$ cat src/rtl/bus_pkg.sv
// Shared types and defaults for the two-master Avalon bus arbiter.
package bus_pkg;

  localparam int unsigned DEFAULT_TIMEOUT_CYCLES = 255;

  typedef enum logic [1:0] {
    IDLE   = 2'd0,
    GRANT0 = 2'd1,
    GRANT1 = 2'd2
  } state_t;

  typedef enum logic {
    OWNER_M0 = 1'b0,
    OWNER_M1 = 1'b1
  } owner_t;

  function automatic logic [1:0] grant_of(input state_t s);
    logic [1:0] g;
    g = 2'b00;
    case (s)
      GRANT0:  g = 2'b01;
      GRANT1:  g = 2'b10;
      default: g = 2'b00;
    endcase
    return g;
  endfunction

  function automatic int unsigned count_width(input int unsigned limit);
    return (limit < 2) ? 1 : $clog2(limit + 1);
  endfunction

endpackage

$ cat src/rtl/bus_arbiter_if.sv
// Bus bundle between the fetch master (m0), data master (m1), the arbiter and the Avalon slave.
interface bus_arbiter_if;

  logic [31:0] m0_address;
  logic        m0_read;
  logic        m0_waitrequest;
  logic [31:0] m0_readdata;

  logic [31:0] m1_address;
  logic        m1_read;
  logic        m1_write;
  logic [31:0] m1_writedata;
  logic [3:0]  m1_byteenable;
  logic        m1_waitrequest;
  logic [31:0] m1_readdata;

  logic [31:0] address;
  logic        read;
  logic        write;
  logic [31:0] writedata;
  logic [3:0]  byteenable;
  logic        waitrequest;
  logic [31:0] readdata;

  // master: the environment (requesting masters plus the slave device); slave: the arbiter
  modport master (
    output m0_address, m0_read,
    input  m0_waitrequest, m0_readdata,
    output m1_address, m1_read, m1_write, m1_writedata, m1_byteenable,
    input  m1_waitrequest, m1_readdata,
    input  address, read, write, writedata, byteenable,
    output waitrequest, readdata
  );

  modport slave (
    input  m0_address, m0_read,
    output m0_waitrequest, m0_readdata,
    input  m1_address, m1_read, m1_write, m1_writedata, m1_byteenable,
    output m1_waitrequest, m1_readdata,
    output address, read, write, writedata, byteenable,
    input  waitrequest, readdata
  );

endinterface

$ cat src/rtl/bus_timeout_counter.sv
// Counts consecutive stalled cycles of the current grant; expired flags the limit.
module bus_timeout_counter
  import bus_pkg::*;
#(
  parameter int unsigned LIMIT = DEFAULT_TIMEOUT_CYCLES
) (
  input  logic clk,
  input  logic reset,
  input  logic clear,
  input  logic stall,
  output logic expired
);

  localparam int unsigned    CW        = count_width(LIMIT);
  localparam logic [CW-1:0]  LIMIT_VAL = CW'(LIMIT);

  logic [CW-1:0] count;

  always_ff @(posedge clk or negedge reset) begin
    if (!reset) begin
      count <= '0;
    end else if (clear) begin
      count <= '0;
    end else if (stall && !expired) begin
      count <= count + 1'b1;
    end
  end

  assign expired = (count == LIMIT_VAL);

endmodule

$ cat src/rtl/bus_arbiter.sv
// Round-robin arbiter sharing one Avalon slave between a fetch master and a data master.
module bus_arbiter
  import bus_pkg::*;
#(
  parameter int unsigned TIMEOUT_CYCLES = DEFAULT_TIMEOUT_CYCLES
) (
  input  logic             clk,
  input  logic             reset,
  bus_arbiter_if.slave     bus,
  output logic [1:0]       grant,
  output logic             timeout_err
);

  state_t state, state_next;
  owner_t last, last_next;
  logic   req0, req1;
  logic   cnt_clear, expired, timeout;

  assign req0 = bus.m0_read;
  assign req1 = bus.m1_read | bus.m1_write;

  bus_timeout_counter #(
    .LIMIT(TIMEOUT_CYCLES)
  ) u_timeout (
    .clk    (clk),
    .reset  (reset),
    .clear  (cnt_clear),
    .stall  (bus.waitrequest),
    .expired(expired)
  );

  always_ff @(posedge clk or negedge reset) begin
    if (!reset) begin
      state       <= IDLE;
      last        <= OWNER_M1;
      timeout_err <= 1'b0;
    end else begin
      state <= state_next;
      last  <= last_next;
      if (timeout) timeout_err <= 1'b1;
    end
  end

  // The counter only keeps running on a stalled cycle that keeps the same grant;
  // every other outcome (completion, drop, timeout, idle) clears it.
  always_comb begin
    state_next = state;
    last_next  = last;
    timeout    = 1'b0;
    cnt_clear  = 1'b1;

    bus.address        = '0;
    bus.read           = 1'b0;
    bus.write          = 1'b0;
    bus.writedata      = '0;
    bus.byteenable     = '0;
    bus.m0_waitrequest = 1'b1;
    bus.m1_waitrequest = 1'b1;

    case (state)
      IDLE: begin
        if (req0 && req1) begin
          state_next = (last == OWNER_M1) ? GRANT0 : GRANT1;
        end else if (req0) begin
          state_next = GRANT0;
        end else if (req1) begin
          state_next = GRANT1;
        end
      end

      GRANT0: begin
        bus.address        = bus.m0_address;
        bus.read           = bus.m0_read;
        bus.byteenable     = '1;
        bus.m0_waitrequest = bus.waitrequest & ~expired;
        if (expired) begin
          timeout    = 1'b1;
          state_next = IDLE;
        end else if (!req0) begin
          state_next = IDLE;
        end else if (!bus.waitrequest) begin
          last_next  = OWNER_M0;
          state_next = req1 ? GRANT1 : GRANT0;
        end else begin
          cnt_clear = 1'b0;
        end
      end

      GRANT1: begin
        bus.address        = bus.m1_address;
        bus.read           = bus.m1_read;
        bus.write          = bus.m1_write;
        bus.writedata      = bus.m1_writedata;
        bus.byteenable     = bus.m1_byteenable;
        bus.m1_waitrequest = bus.waitrequest & ~expired;
        if (expired) begin
          timeout    = 1'b1;
          state_next = IDLE;
        end else if (!req1) begin
          state_next = IDLE;
        end else if (!bus.waitrequest) begin
          last_next  = OWNER_M1;
          state_next = req0 ? GRANT0 : GRANT1;
        end else begin
          cnt_clear = 1'b0;
        end
      end

      default: state_next = IDLE;
    endcase
  end

  assign bus.m0_readdata = bus.readdata;
  assign bus.m1_readdata = bus.readdata;
  assign grant           = grant_of(state);

endmodule

$ cat src/flat_wrapper.sv
// flat-port wrapper written by rule: the top's interface ports become plain ports
module bus_arbiter_flat import bus_pkg::*;
#(
  parameter int unsigned TIMEOUT_CYCLES = DEFAULT_TIMEOUT_CYCLES
)
  (clk, reset, grant, timeout_err, bus_m0_address, bus_m0_read, bus_m0_waitrequest, bus_m0_readdata, bus_m1_address, bus_m1_read, bus_m1_write, bus_m1_writedata, bus_m1_byteenable, bus_m1_waitrequest, bus_m1_readdata, bus_address, bus_read, bus_write, bus_writedata, bus_byteenable, bus_waitrequest, bus_readdata);
  bus_arbiter_if bus_i ();
  input  logic clk;
  input  logic reset;
  output logic [1:0] grant;
  output logic timeout_err;
  input wire logic [$bits(bus_i.m0_address)-1:0] bus_m0_address;
  input wire logic [$bits(bus_i.m0_read)-1:0] bus_m0_read;
  output wire logic [$bits(bus_i.m0_waitrequest)-1:0] bus_m0_waitrequest;
  output wire logic [$bits(bus_i.m0_readdata)-1:0] bus_m0_readdata;
  input wire logic [$bits(bus_i.m1_address)-1:0] bus_m1_address;
  input wire logic [$bits(bus_i.m1_read)-1:0] bus_m1_read;
  input wire logic [$bits(bus_i.m1_write)-1:0] bus_m1_write;
  input wire logic [$bits(bus_i.m1_writedata)-1:0] bus_m1_writedata;
  input wire logic [$bits(bus_i.m1_byteenable)-1:0] bus_m1_byteenable;
  output wire logic [$bits(bus_i.m1_waitrequest)-1:0] bus_m1_waitrequest;
  output wire logic [$bits(bus_i.m1_readdata)-1:0] bus_m1_readdata;
  output wire logic [$bits(bus_i.address)-1:0] bus_address;
  output wire logic [$bits(bus_i.read)-1:0] bus_read;
  output wire logic [$bits(bus_i.write)-1:0] bus_write;
  output wire logic [$bits(bus_i.writedata)-1:0] bus_writedata;
  output wire logic [$bits(bus_i.byteenable)-1:0] bus_byteenable;
  input wire logic [$bits(bus_i.waitrequest)-1:0] bus_waitrequest;
  input wire logic [$bits(bus_i.readdata)-1:0] bus_readdata;
  assign bus_i.m0_address = bus_m0_address;
  assign bus_i.m0_read = bus_m0_read;
  assign bus_m0_waitrequest = bus_i.m0_waitrequest;
  assign bus_m0_readdata = bus_i.m0_readdata;
  assign bus_i.m1_address = bus_m1_address;
  assign bus_i.m1_read = bus_m1_read;
  assign bus_i.m1_write = bus_m1_write;
  assign bus_i.m1_writedata = bus_m1_writedata;
  assign bus_i.m1_byteenable = bus_m1_byteenable;
  assign bus_m1_waitrequest = bus_i.m1_waitrequest;
  assign bus_m1_readdata = bus_i.m1_readdata;
  assign bus_address = bus_i.address;
  assign bus_read = bus_i.read;
  assign bus_write = bus_i.write;
  assign bus_writedata = bus_i.writedata;
  assign bus_byteenable = bus_i.byteenable;
  assign bus_i.waitrequest = bus_waitrequest;
  assign bus_i.readdata = bus_readdata;
  bus_arbiter #(.TIMEOUT_CYCLES(TIMEOUT_CYCLES)) u_core (.clk(clk), .reset(reset), .bus(bus_i), .grant(grant), .timeout_err(timeout_err));
endmodule
$ cat config.mk
export PLATFORM = sky130hd
export DESIGN_NAME = bus_arbiter_flat
export DESIGN_NICKNAME = d
export VERILOG_FILES = /design/src/rtl/bus_pkg.sv /design/src/rtl/bus_arbiter_if.sv /design/src/rtl/bus_timeout_counter.sv /design/src/rtl/bus_arbiter.sv /design/src/flat_wrapper.sv
export SDC_FILE = /design/constraint.sdc
export NUM_CORES = 1
export LEC_CHECK = 0
export CORE_AREA = 5 5 104 106
export CTS_CLUSTER_DIAMETER = 60
export CTS_CLUSTER_SIZE = 12
export DETAILED_ROUTE_END_ITERATION = 12
export DIE_AREA = 0 0 109 111
export PLACE_DENSITY = 0.71
export SLEW_MARGIN = 20
export SYNTH_ARGS = -nofsm -noshare
export SYNTH_HDL_FRONTEND = slang
export SYNTH_HIERARCHICAL = 1
export SYNTH_SLANG_ARGS = --single-unit
$ cat constraint.sdc
create_clock -name clk -period 2.7 [get_ports clk]
set_input_delay 0.54 -clock clk [delete_from_list [all_inputs] [get_ports clk]]
set_output_delay 0.54 -clock clk [all_outputs]
set_load 0.05 [all_outputs]
== Word-level counts from Yosys, hierarchy flattened ==
Cells that the tools add are included.

* Bits of input ports: 138
* Bits in registers: 12
* Bits in latches: 0
* Bits in writable memories: 0
* Memory bits (read-only): 0
* Memories kept: 0
* Logic and storage cells: 67

* Reductions and logical operators: 9
* $mul: 0
* Shift operators: 0
* Bitwise operators: 3
* $lt $le $gt $ge: 0
* Eq/ne operators: 12
* Add/sub/neg operators: 1
* Divide/modulo/power cells: 0
* Mux-type cells: 38

{| class="wikitable"
|+ Operator list
! operator !! number
|-
| $pmux W32 S2 || 1
|-
| $mux W32 || 1
|-
| $mux W2 || 12
|-
| $mux W1 || 16
|-
| $mux W8 || 2
|-
| $ne A2 B2 Y1 const B || 5
|-
| $add A8 B1 Y8 const B || 1
|-
| $eq A8 B8 Y1 const B || 1
|-
| $pmux W4 S2 || 1
|-
| $reduce_and A7 Y1 || 1
|-
| $pmux W1 S2 || 3
|-
| $pmux W2 S3 || 1
|-
| $ne A4 B2 Y1 const B || 1
|-
| $ne A4 B3 Y1 const B || 1
|-
| $ne A4 B4 Y1 const B || 1
|-
| $pmux W2 S2 || 1
|-
| $reduce_bool A2 Y1 || 2
|-
| $reduce_and A3 Y1 || 1
|-
| $eq A2 B1 Y1 const B || 1
|-
| $eq A2 B2 Y1 const B || 1
|-
| $logic_and A1 B1 Y1 || 2
|-
| $logic_not A2 Y1 || 1
|-
| $ne A2 B1 Y1 const B || 1
|-
| $reduce_or A2 Y1 || 1
|-
| 4 further kinds || 4
|}

== Logic depth before layout (Yosys ltp) ==
* Depth after elaboration: 6
* Mapped depth: 9
* Gate-level depth less buffers: 7

== Hierarchy ==
The synthesis kept the hierarchy.

{| class="wikitable"
|+ Modules (own cells, without submodules)
! module !! times used !! cells an instance !! area each (um^2)
|-
| bus_arbiter || 1 || 226 || 1606.5
|-
| bus_timeout_counter || 1 || 47 || 469.2
|}

== Worst setup path after synthesis ==
Ideal clock, no wire load.

* Kind: flip-flop to output port
* Start: reg u_core.state[1]
* End: out bus_read
* Cell stages (with the launch flop): 7
* Slack: -0.344 ns
* Arrival: 2.504 ns
* Path buffers: 2
* Path through: dfrtp_1 > inv_1 > ha_1 > buf_2 > buf_4 > nand2_1 > a21boi_0

* Longest elaborated chain between the ends: 2
* Elaborated cells between the ends (all ways): 3
* Those cells by class: 2 x eq/ne; 1 x mux

{| class="wikitable"
|+ Ends and longest elaborated chain
! item !! line !! RTL
|-
| start, declared || bus_arbiter.sv:14 || <nowiki>state_t state, state_next;</nowiki>
|-
| start signal, assigned || bus_arbiter.sv:38 || <nowiki>state <= state_next;</nowiki>
|-
| $eq A2 B2 Y1 or $eq A2 B1 Y1 (tied branches) || bus_arbiter.sv:60 || <nowiki>case (state)</nowiki>
|-
| $pmux W1 S2 (*) || bus_arbiter.sv:60 ||
|-
| end, declared || flat_wrapper.sv:24 || <nowiki>output wire logic [$bits(bus_i.read)-1:0] bus_read;</nowiki>
|}

Mark *: on every way between the ends. The rest lies on a longest branch, timed or not.

== Worst setup path in the final report ==
* Start: reg u_core.state[0]
* End: out bus_address[8]

* Longest elaborated chain between the ends: 2
* Elaborated cells between the ends (all ways): 3
* Those cells by class: 2 x eq/ne; 1 x mux

{| class="wikitable"
|+ Ends and longest elaborated chain
! item !! line !! RTL
|-
| $eq A2 B2 Y1 or $eq A2 B1 Y1 (tied branches) || bus_arbiter.sv:60 ||
|-
| $pmux W32 S2 (*) || bus_arbiter.sv:60 ||
|-
| end, declared || flat_wrapper.sv:23 || <nowiki>output wire logic [$bits(bus_i.address)-1:0] bus_address;</nowiki>
|}

Marks and branches as above.

==> impl_metrics.py <==
metrics = {
    "outcome": {
        "outcome": "finished clean",
    },
    "job": {
        "maxCapViolCount": 0,
    },
    "power_and_ir_drop": {
        "power.density_mw_per_mm2": 1260,
        "max-vdd-ir-drop_mv": 0.486,
        "p_leak_nw": 1.68,
    },
    "grt": {
        "gr-total-overflow": 0,
        "grt_pass1_vias": 2232,
        "grt_pass1_wl_um": 13200,
        "grt_max_degree": 30,
        "antenna_found_initial": 0,
        "grt_usage": 0.138,
    },
    "sta": {
        "final_hold_viol_count": 0,
        "fin_crit_sh": 0.912,
        "finalSetupViolCount": 0,
        "slew_headroom": 0.631,
        "fin_crit_ns": 2.46,
        "rsz0062_at_grt": "no",
        "tightest_slew_ns": 0.552,
        "skew_ns": 0.000667,
        "fmax_mhz": 406,
        "final_max_slew_viol_count": 0,
        "whs_ns": 0.489,
        "tns_ns": 0,
    },
    "clocking": {
        "post_cts_buffers": 0,
        "clockBufferDepth": 2,
        "cts_root_buf": "clkbuf_8",
        "clk_pin_slew_ns": 0.05,
        "cts_buffers": 3,
        "cts_sinks": 12,
        "h-tree-depth": 1,
        "cts_tree": "built",
        "postCtsHoldBufs": 0,
        "cts_resized": 0,
        "clock_latency_ns": 0.24,
    },
    "setup_path": {
        "crit_required_ns": 2.16,
        "crit_path_start_kind": "flip-flop",
        "cpMostUsedCell": "buf_12",
        "end_kind": "primary output",
        "arrival_ns": 1.92,
        "critical_path_peak_fanout": 29,
        "critical_path_class": "reg -> out",
        "r2r_cells": 7,
        "crit_start": "u_core/state[0]",
        "rrSetupSlack_ns": 0.41,
        "cp_slowest_stage_delay_ns": 0.42,
        "worstReg2RegStart": "u_core/state[0]",
        "slowest_stage": "dfrtp_1",
        "crit_end": "bus_address[8]",
        "rr_endpoint": "u_core/u_timeout/count[3]",
        "crit_chain": "inv_1 > ha_2 > buf_12 > a22oi_1 > nor2b_1 > buf_12",
    },
    "logic_synthesis": {
        "async_flop_share": 1.00,
        "syn_area_mm2": 0.00208,
        "ys_warn_count": 6,
        "postSynthCellCount": 273,
        "syn_area_per_cell_um2": 7.60,
        "syn-num-nets": 416,
        "ys_seq_area_frac": 0.145,
        "synth_ff_type": "dfrtp_1",
        "synth_seq_cells": 12,
        "synth-edff-count": 0,
        "synth_cell_type_count": 43,
    },
    "drt": {
        "route.detailed.drc": 0,
        "ant_nets": 0,
        "drtPass1Iterations": 4,
        "drt-vias-per-instance": 4.41,
        "wl_met1_um": 3130,
        "num_vias": 2263,
        "avgRoutedWirePerCell_um": 18.0,
        "highest_layer": "met4",
        "dr_wl_met3_um": 939,
        "wl_met2_um": 5050,
        "wirelength_um": 9230,
        "drtIter0Drc": 159,
    },
    "cells_and_area": {
        "final_layout_size_suffix_gt1_frac": 0.326,
        "syn_to_final_growth_pct": 112,
        "fin_nets": 524,
        "final_util": 0.454,
        "antennaDiodeCount": 0,
    },
    "die": {
        "dieWidth_um": 109,
        "ios": 277,
        "dieArea_mm2": 0.0121,
        "fp.coreArea_mm2": 0.00968,
        "num_rows": 36,
        "initial_core_util": 0.214,
        "die_y_um": 111,
    },
    "placed_design": {
        "gp_congestion": 0.799,
        "dpl.hpwl_um": 7810,
        "numPortBuffers": 180,
    },
    "hold_path": {
        "hold_path.class": "reg -> reg",
        "hold_depth": 1,
    },
}
-- registers in the layout (all words and copies together) (netlist names) --
signal / flops
u_core/last: 1
u_core/state: 2
u_core/u_timeout/count: 8
u_core/timeout_err: 1
-- placed cells by master (no fill, tap or decap), drive strengths merged, types with 2 or more instances in the layout --
master         instances
nand4                  2
ha                     5
buf                   80
nand2                  8
dfrtp                 11
clkdlybuf4s50        106
and4                   2
nor2b                 38
nand2b                 4
mux2                   2
nand3                  3
clkbuf                 4
a22oi                 32
o21bai                 2
a211oi                 5
nor3                   2
inv                    5
nor2                   3
a21boi                 3
a31oi                  2
and2                  34
nand4b                 2
a21oi                  8
o21ai                  3
-- critical path: cells and delay by family, from the launching register on --
kind / cells / cell delay [ns]
AO/OA/AOI/OAI: 1 / 0.09
adder cells (fa/ha/maj): 1 / 0.42
buffers and inverters: 3 / 0.50
flip-flops: 1 / 0.42
AND/OR/NAND/NOR: 1 / 0.23
-- layout make-up --
| cell class | count | area, um2 |
|---|---|---|
| Sequential cell | 12 | 302 |
| Tap cell | 133 | 166 |
| Inverter | 5 | 18.8 |
| Multi-Input combinational cell | 173 | 1260 |
| Timing Repair Buffer | 186 | 2590 |
| Fill cell | 907 | 5290 |
| Clock buffer | 4 | 55.1 |
-- routing by layer --
layer  global-route usage  vias to the layer above
met5                    0                        -
met4               0.0269                        0
met2                0.265                      132
met3               0.0379                       13
li1                     -                     1087
met1                0.146                     1031
-- kinds of logic (layout without fill, tap and decap cells) --
kind of cell | after synthesis | in the layout | share of synthesized area
flops | 12 | 12 | 0.145
mux | 3 | 3 | 0.0175
simple gates | 102 | 102 | 0.305
compound gates | 63 | 63 | 0.221
buf+inv | 88 | 195 | 0.281
fa+ha+maj | 5 | 5 | 0.0301
-- through the flow --
step / total power [mW] / cells / setup slack, ns / cell area, um2
3_5_place_dp: 5.39 / 509 / 0.330 / 4340
4_1_cts: 5.60 / 513 / 0.210 / 4390
2_1_floorplan: 3.21 / 273 / 0.0403 / 2150
3_3_place_gp: 5.34 / 509 / 0.359 / 4340
5_1_grt: 5.76 / 513 / 0.0493 / 4390
6_report: 5.55 / 513 / 0.237 / 4390
-- Yosys cell counts, drive strengths merged (3+ instances only) --
cell type / instances / area share
and2: 34 / 0.10
o21ai: 3 / 0.0072
nand3: 3 / 0.0072
buf: 71 / 0.25
clkbuf: 12 / 0.022
nand2b: 4 / 0.013
inv: 5 / 0.0090
nor2b: 38 / 0.11
nor2: 3 / 0.0054
a21boi: 3 / 0.013
a211oi: 5 / 0.018
nand2: 8 / 0.014
dfrtp: 11 / 0.13
a22oi: 32 / 0.12
ha: 5 / 0.030
a21oi: 8 / 0.019
-- how the worst min path moves through the flow --
stage | startpoint | endpoint
6_report | u_core/timeout_err | u_core/timeout_err
5_1_grt | u_core/timeout_err | u_core/timeout_err
4_1_cts | u_core/timeout_err | u_core/timeout_err
3_5_place_dp | u_core/timeout_err | u_core/timeout_err
3_3_place_gp | u_core/timeout_err | u_core/timeout_err
2_1_floorplan | reset | u_core/state[0]
-- where the power goes --
| group | switching (mW) | internal [mW] |
|---|---|---|
| Sequential | 0.0306 | 0.213 |
| Clock | 0.0715 | 0.129 |
| Combinational | 2.73 | 2.38 |
Note: power is estimated with default switching activity, not from simulation.
